[src/rtl/i2s_pkg.sv]
// Shared I2S definitions: word-select polarity and the receive/transmit FSM encoding.
package i2s_pkg;

   localparam logic WS_LEFT  = 1'b0;
   localparam logic WS_RIGHT = 1'b1;

   typedef enum logic [1:0] {
      ST_IDLE  = 2'd0,
      ST_ALIGN = 2'd1,
      ST_RUN   = 2'd2
   } i2s_state_e;

endpackage

[src/rtl/i2s_rx_fifo.sv]
// Generic synchronous FIFO with extra-MSB pointers; head word is presented combinationally.
module i2s_rx_fifo #(
   parameter int WIDTH = 32,
   parameter int DEPTH = 4
) (
   input  logic                     clk_i,
   input  logic                     rst_n_i,
   input  logic                     push_i,
   input  logic [WIDTH-1:0]         wdata_i,
   input  logic                     pop_i,
   output logic                     valid_o,
   output logic [WIDTH-1:0]         rdata_o,
   output logic                     full_o,
   output logic [$clog2(DEPTH):0]   level_o
);

   localparam int AW = $clog2(DEPTH);

   logic [AW:0]                  wptr_q, wptr_d, rptr_q, rptr_d;
   logic [DEPTH-1:0][WIDTH-1:0]  mem_q, mem_d;
   logic                         empty, full, do_push, do_pop;

   assign empty = (wptr_q == rptr_q);
   assign full  = (wptr_q[AW] != rptr_q[AW]) && (wptr_q[AW-1:0] == rptr_q[AW-1:0]);
   // A pop in the same cycle frees the slot the push is about to use.
   assign do_pop  = pop_i & ~empty;
   assign do_push = push_i & (~full | do_pop);

   always_comb begin
      mem_d  = mem_q;
      wptr_d = wptr_q;
      rptr_d = rptr_q;
      if (do_push) begin
         mem_d[wptr_q[AW-1:0]] = wdata_i;
         wptr_d = wptr_q + 1'b1;
      end
      if (do_pop) begin
         rptr_d = rptr_q + 1'b1;
      end
   end

   always_ff @(posedge clk_i) begin
      if (!rst_n_i) begin
         mem_q  <= '0;
         wptr_q <= '0;
         rptr_q <= '0;
      end else begin
         mem_q  <= mem_d;
         wptr_q <= wptr_d;
         rptr_q <= rptr_d;
      end
   end

   assign valid_o = ~empty;
   assign rdata_o = empty ? '0 : mem_q[rptr_q[AW-1:0]];
   assign full_o  = full;
   assign level_o = wptr_q - rptr_q;

endmodule

[src/rtl/i2s_rx.sv]
// I2S slave receiver: oversamples SCK/WS/SDATA, deserialises MSB-first stereo words
// and queues {left,right} frames for a valid/accept consumer.
module i2s_rx
   import i2s_pkg::*;
#(
   parameter int SAMPLE_W    = 16,
   parameter int FIFO_DEPTH  = 4,
   parameter int SYNC_STAGES = 2
) (
   input  logic                          clk_i,
   input  logic                          rst_n_i,
   input  logic                          enable_i,
   input  logic                          i2s_sck_i,
   input  logic                          i2s_ws_i,
   input  logic                          i2s_sdata_i,
   output logic                          sample_valid_o,
   output logic [2*SAMPLE_W-1:0]         sample_data_o,
   input  logic                          sample_accept_i,
   output logic [$clog2(FIFO_DEPTH):0]   level_o,
   output logic                          overflow_o
);

   localparam int                CNT_W   = $clog2(SAMPLE_W + 1);
   localparam logic [CNT_W-1:0]  CNT_MAX = CNT_W'(SAMPLE_W);
   localparam logic [CNT_W-1:0]  MSB_POS = CNT_W'(SAMPLE_W - 1);
   localparam logic [SAMPLE_W-1:0] ONE   = SAMPLE_W'(1);

   logic [SYNC_STAGES-1:0] sck_sync_q, sck_sync_d, ws_sync_q, ws_sync_d, sd_sync_q, sd_sync_d;
   logic                   sck_prev_q, ws_dly_q, ws_dly_d, ovf_q, ovf_d;
   logic [SAMPLE_W-1:0]    left_q, left_d, right_q, right_d;
   logic [CNT_W-1:0]       lcnt_q, lcnt_d, rcnt_q, rcnt_d;
   i2s_state_e             state_q, state_d;
   logic                   sck_s, ws_s, sd_s, rise, push, fifo_full;

   assign sck_s = sck_sync_q[SYNC_STAGES-1];
   assign ws_s  = ws_sync_q[SYNC_STAGES-1];
   assign sd_s  = sd_sync_q[SYNC_STAGES-1];
   assign rise  = sck_s & ~sck_prev_q;

   always_comb begin
      sck_sync_d = {sck_sync_q[SYNC_STAGES-2:0], i2s_sck_i};
      ws_sync_d  = {ws_sync_q[SYNC_STAGES-2:0], i2s_ws_i};
      sd_sync_d  = {sd_sync_q[SYNC_STAGES-2:0], i2s_sdata_i};
      state_d  = state_q;
      ws_dly_d = ws_dly_q;
      left_d   = left_q;
      right_d  = right_q;
      lcnt_d   = lcnt_q;
      rcnt_d   = rcnt_q;
      ovf_d    = ovf_q;
      push     = 1'b0;
      if (!enable_i) begin
         state_d  = ST_IDLE;
         ws_dly_d = 1'b0;
         left_d   = '0;
         right_d  = '0;
         lcnt_d   = '0;
         rcnt_d   = '0;
         ovf_d    = 1'b0;
      end else if (state_q == ST_IDLE) begin
         state_d = ST_ALIGN;
      end else if (rise) begin
         // The bit on this rise belongs to the channel selected one SCK earlier.
         if (ws_dly_q == WS_LEFT) begin
            if (lcnt_q < CNT_MAX) begin
               if (sd_s) left_d = left_q | (ONE << (MSB_POS - lcnt_q));
               lcnt_d = lcnt_q + 1'b1;
            end
         end else if (rcnt_q < CNT_MAX) begin
            if (sd_s) right_d = right_q | (ONE << (MSB_POS - rcnt_q));
            rcnt_d = rcnt_q + 1'b1;
         end
         if (ws_s != ws_dly_q) begin
            if (ws_dly_q == WS_LEFT) begin
               right_d = '0;
               rcnt_d  = '0;
            end else begin
               left_d = '0;
               lcnt_d = '0;
            end
         end
         if (ws_dly_q == WS_RIGHT && ws_s == WS_LEFT) begin
            if (state_q == ST_ALIGN) state_d = ST_RUN;
            else                     push    = 1'b1;
         end
         ws_dly_d = ws_s;
      end
      if (push && fifo_full && !sample_accept_i) ovf_d = 1'b1;
   end

   always_ff @(posedge clk_i) begin
      if (!rst_n_i) begin
         sck_sync_q <= '0;
         ws_sync_q  <= '0;
         sd_sync_q  <= '0;
         sck_prev_q <= 1'b0;
         state_q    <= ST_IDLE;
         ws_dly_q   <= 1'b0;
         left_q     <= '0;
         right_q    <= '0;
         lcnt_q     <= '0;
         rcnt_q     <= '0;
         ovf_q      <= 1'b0;
      end else begin
         sck_sync_q <= sck_sync_d;
         ws_sync_q  <= ws_sync_d;
         sd_sync_q  <= sd_sync_d;
         sck_prev_q <= sck_s;
         state_q    <= state_d;
         ws_dly_q   <= ws_dly_d;
         left_q     <= left_d;
         right_q    <= right_d;
         lcnt_q     <= lcnt_d;
         rcnt_q     <= rcnt_d;
         ovf_q      <= ovf_d;
      end
   end

   i2s_rx_fifo #(.WIDTH(2*SAMPLE_W), .DEPTH(FIFO_DEPTH)) u_fifo (
      .clk_i   (clk_i),
      .rst_n_i (rst_n_i),
      .push_i  (push),
      .wdata_i ({left_q, right_d}),
      .pop_i   (sample_accept_i),
      .valid_o (sample_valid_o),
      .rdata_o (sample_data_o),
      .full_o  (fifo_full),
      .level_o (level_o)
   );

   assign overflow_o = ovf_q;

endmodule

[config.mk]
export PLATFORM = sky130hd
export DESIGN_NAME = i2s_rx
export DESIGN_NICKNAME = d
export VERILOG_FILES = /design/src/rtl/i2s_pkg.sv /design/src/rtl/i2s_rx_fifo.sv /design/src/rtl/i2s_rx.sv
export SDC_FILE = /design/constraint.sdc
export NUM_CORES = 1
export LEC_CHECK = 0
export ABC_AREA = 0
export CAP_MARGIN = 20
export CORE_ASPECT_RATIO = 1.75
export CORE_UTILIZATION = 55
export DETAILED_ROUTE_END_ITERATION = 16
export PLACE_DENSITY_LB_ADDON = 0.3
export SETUP_SLACK_MARGIN = 0.1
export SYNTH_ARGS = -nofsm -noshare
export SYNTH_HDL_FRONTEND = slang
export SYNTH_HIERARCHICAL = 1
export SYNTH_SLANG_ARGS = --single-unit
[constraint.sdc]
create_clock -name clk_i -period 2.7 [get_ports clk_i]
set_input_delay 0.54 -clock clk_i [delete_from_list [all_inputs] [get_ports clk_i]]
set_output_delay 0.54 -clock clk_i [all_outputs]
set_load 0.02 [all_outputs]
-- Word-level counts from Yosys, hierarchy flattened
Index checks and enable logic that the tools add are counted.
- logic and storage cells: 104
- flip-flop bits (word level): 187
- output and inout bits: 37
- bits of input ports: 7
- shifts and indexed selects: 2
- bitwise gates (word level): 13
- magnitude comparators: 5
- equal/unequal tests: 6
- $add $sub $neg: 7
- reductions and logical operators: 15
- muxes and demuxes: 38
- operators by type and width (operator ; count):
    two-way mux 16 bit ; 13
    bitwise mux 128 bit ; 1
    two-way mux 32 bit ; 3
    binary-select mux 32 bit (select 2 bit) ; 1
    demux 32 bit (select 2 bit) ; 1
    two-way mux 5 bit ; 8
    OR 16 bit ; 2
    left shift 1 x 5 -> 16 bit, first input constant ; 2
    two-way mux 1 bit ; 11
    adder 5 x 1 -> 5 bit, second input constant ; 2
    < comparator 5 bit, second input constant ; 2
    subtractor 4 x 5 -> 5 bit, first input constant ; 2
    NOT 1 bit ; 7
    adder 3 x 1 -> 3 bit, second input constant ; 2
    < comparator 2 x 3 -> 1 bit, second input constant ; 2
    AND reduction 3 bit ; 2
    nonzero test 2 bit ; 3
    logical AND 1 bit ; 5
    AND reduction 2 bit ; 2
    AND 1 bit ; 3
    equality test 3 bit ; 1
    OR reduction 3 bit ; 1
    subtractor 3 bit ; 1
    equality test 2 x 1 -> 1 bit, second input constant ; 1
    7 further kinds ; 8

-- Logic depth before layout (Yosys ltp)
- depth after elaboration: 12
- mapped depth: 9
- gate-level depth less buffers: 7

-- By module
Netlist, hierarchy kept.
- modules (own cells, without submodules) (module ; cells an instance ; instances ; area each (µm²) ; sequential area each (µm²)):
    i2s_rx_fifo ; 582 ; 1 ; 6184.7 ; 2682.6
    i2s_rx ; 243 ; 1 ; 2222.1 ; 1061.0

-- Worst setup path before layout
No wires, ideal clock.
- path kind: register to output
- start: register u_fifo.rptr_q[1]
- end: output port sample_data_o[11]
- buffers on the path: 3
- cell stages (with the launch flop): 9
- slack: 250 ps
- data arrival time: 1910 ps
- data required time: 2160 ps
- path through: dfxtp_1 buf_4 buf_2 inv_1 ha_1 nand2_1 nor2_4 clkbuf_1 and2b_1
- word-level cells in the longest chain between the ends: 3
- elaborated cells on any way between the ends: 4
- classes of those cells: eq/ne: 1; mux: 3
- RTL lines (what ; RTL line ; RTL):
    from (decl) ; i2s_rx_fifo.sv:19 ; logic [AW:0] wptr_q, wptr_d, rptr_q, rptr_d;
    from (signal assigned) ; i2s_rx_fifo.sv:50 ; rptr_q <= rptr_d;
    binary-select mux 32 bit (select 2 bit) ; i2s_rx_fifo.sv:55 ; assign rdata_o = empty ? '0 : mem_q[rptr_q[AW-1:0]];
    two-way mux 32 bit (implied by the code) ; i2s_rx_fifo.sv:55 ;
    two-way mux 32 bit (*) ; i2s_rx_fifo.sv:55 ;
    to (decl) ; i2s_rx.sv:17 ; output logic [2*SAMPLE_W-1:0] sample_data_o,
Mark *: on every way between the ends. The rest lies on a longest branch, timed or not. The select of a mux whose other input is x is not followed.

-- Final worst setup path
- start: register u_fifo.rptr_q[1]
- end: output port sample_data_o[7]
Same word-level chain as after synthesis.

==> results_dict.tcl <==
set metrics [dict create \
    status "completed" \
    skew_ns 0.0108 \
    gp_congestion 0.789 \
    synth.area.mux_share 0.246 \
    grt_overflow 0 \
    cts_max_path_buffers 2 \
    p_per_area_nw_per_um2 547 \
    min_path_type "reg2reg" \
    via_count 6052 \
    synth_area_um2 8410 \
    clkLatencyLatePin_ns 0.42 \
    die_w_um 95.5 \
    async_reset_ff_frac 0 \
    synth.avg_cell_area_um2 10.2 \
    synth-seq-area-share 0.445 \
    crit_path_start_kind "flip-flop" \
    setup_viol 0 \
    ios 44 \
    postLayoutCoreUtil 0.652 \
    yosysWarnings 6 \
    critPathArrivalTime_ns 2.02 \
    root_buffer "clkbuf_16" \
    slew_violations 0 \
    crit_buf_inv 5 \
    grt_pass1_vias 6117 \
    area_delta_synth_final_pct 15.7 \
    placed_cells 1016 \
    design.die.area_um2 15800 \
    post-route-period-util 0.948 \
    start_util 0.564 \
    ant_nets 0 \
    routed_wirelength_um 19200 \
    startpoint "u_fifo/rptr_q[1]$_SDFFE_PN0P_" \
    hold_violations 0 \
    relSlewSlack 0.559 \
    rows 59 \
    io_buffers 43 \
    worstPathCellList "buf_8 -> buf_6 -> buf_16 -> buf_8 -> mux4_2 -> nor2b_1 -> buf_4" \
    cts_max_level 4 \
    wl_per_cell_um 18.0 \
    antennaDiodeCount 0 \
    slowest_delay_ns 0.47 \
    worst-setup-path-type "reg2out" \
    total_power_mw 5.32 \
    path_clk_slew_ns 0.07 \
    avgViaCountPerCell 5.67 \
    cp_top_family "buffers and inverters" \
    peakVddDrop_uv 383 \
    grt_max_degree 108 \
    tritoncts "yes" \
    synth_fa_ha_area_frac 0.0321 \
    drt_iter0_markers 329 \
    synth_seq_cells 187 \
    place_hpwl_um 11600 \
    synth_compound_area_frac 0.0463 \
    critPathMaxFanout 5 \
    rsz0062_at_grt "true" \
    cp_common_cell "buf_8" \
    slowest_stage "mux4_2" \
    final_common_cell "dfxtp_1" \
    max_freq_mhz 391 \
    cts_made_buffers 17 \
    min_period_ns 2.56 \
    synth_top_family_by_area "multiplexers" \
    drc 0 \
    synthXorXnorAreaFrac 0.00506 \
    grt_pass1_wl_um 31000 \
    syn_nets 853 \
    placedInstanceArea_um2 8950 \
    netlist_instances 825 \
    rr_startpoint "ws_dly_q$_SDFFE_PN0P_" \
    min_from "sd_sync_q[0]$_SDFF_PN0_" \
    firstDrtPassIters 6 \
    power.leakage_nw 3.41 \
    tightestPinTransition_ns 0.661 \
    antenna_found_initial 0 \
    synth_flop_cell "dfxtp_1" \
    num-nets-final 899 \
    cp-end-kind "primary output" \
    tns_ns 0 \
    netlist-cell-type-count 54 \
    drive_gt1_frac 0.172 \
    synth_edf_count 0 \
    cp.required_ns 2.16 \
    stdcell_area_um2 9720 \
    max_cap_viol_count 0 \
    clock-sinks 187 \
    mostFrequentLayoutCells "dfxtp_1 (185), nand2_1 (175), mux2i_1 (135), nor2_1 (63), mux4_2 (32)" \
    synth-simple-area-share 0.173 \
    fin_cells 1067 \
    track_usage 0.258 \
    core_um2 14900 \
    die_y_um 166 \
]
[path summary, 6_finish.rpt]
path / endpoint / slack (ns) / depth (start not counted)
worst max-delay path: sample_data_o[7] / 0.14 / 7
worst min-delay path: sd_sync_q[1]$_SDFF_PN0_ / 0.43 / 1
worst max register to register: u_fifo/mem_q[8]$_SDFFE_PN0P_ / 0.47 / 6
worst min register to register: sd_sync_q[1]$_SDFF_PN0_ / 0.43 / 1
[synthesized netlist by cell type (all sizes together), types with 4 or more instances]
cell	n	area, um^2
nor2	65	254
nand2	177	667
nor3	5	46.3
nand2b	5	31.3
mux2i	135	1350
and2	8	50.1
a31oi	25	156
nor2b	29	181
and2b	8	60.1
dfxtp	187	3740
mux4	32	721
a21oi	15	120
inv	21	78.8
ha	20	250
nor4	4	46.3
buf	28	254
clkbuf	27	101
[where the power goes]
group          switching [mW]  leakage (nW)  total (mW)  internal (mW)
Combinational          0.0733          1.62      0.0965         0.0232
Sequential            0.00352          1.51        2.76           2.76
Clock                    1.15         0.282        2.46           1.31
[flip-flops by register name (all words and copies together), names as in the netlist, 2 cells and up]
register / cells
state_q: 2
left_q: 16
ws_sync_q: 2
sd_sync_q: 2
rcnt_q: 5
right_q: 16
u_fifo/mem_q: 128
lcnt_q: 5
u_fifo/wptr_q: 3
sck_sync_q: 2
u_fifo/rptr_q: 3
[stage by stage]
| step | hold slack [ns] | setup slack [ns] |
|---|---|---|
| 3_3_place_gp | 0.415 | -0.0194 |
| 3_5_place_dp | 0.419 | -0.0836 |
| 5_1_grt | 0.450 | 0.0774 |
| 2_1_floorplan | 0.412 | 0.250 |
| 6_report | 0.432 | 0.140 |
| 4_1_cts | 0.435 | 0.102 |
[routing by layer]
layer / up-vias / part of all wire / wire (um) / track usage
met1: 2999 / 0.41 / 7950 / 0.306
met2: 122 / 0.54 / 10400 / 0.460
met5: - / 0 / 0 / 0
met4: 0 / 0.013 / 258 / 0.0896
met3: 16 / 0.032 / 608 / 0.0444
li1: 2915 / - / - / -
[cell families after synthesis]
logic type | Yosys count
AOI/OAI and AO/OA | 55
xor gates and xnor gates | 4
adders and majority gates | 21
buffers and inverters | 76
DFF | 187
muxes | 167
and+or+nand+nor | 315
[area by class of cell]
| cell class | instances | area (um^2) |
|---|---|---|
| clock buffer | 18 | 429 |
| timing repair buffer | 81 | 830 |
| tap | 183 | 229 |
| inverter | 21 | 78.8 |
| clock inverter | 14 | 150 |
| fill | 1149 | 5190 |
| sequential | 187 | 3750 |
| multi-input combinational | 563 | 4260 |
[repair_timing]
item                                    CTS  global route
buffers inserted                         13             2
cloned                                    4             0
pin swaps                                 3             0
gates resized for setup                 117            26
endpoints found under the setup margin   35            19
hold buffers                              0             0
No activity file was read; power rests on OpenSTA's default activity.
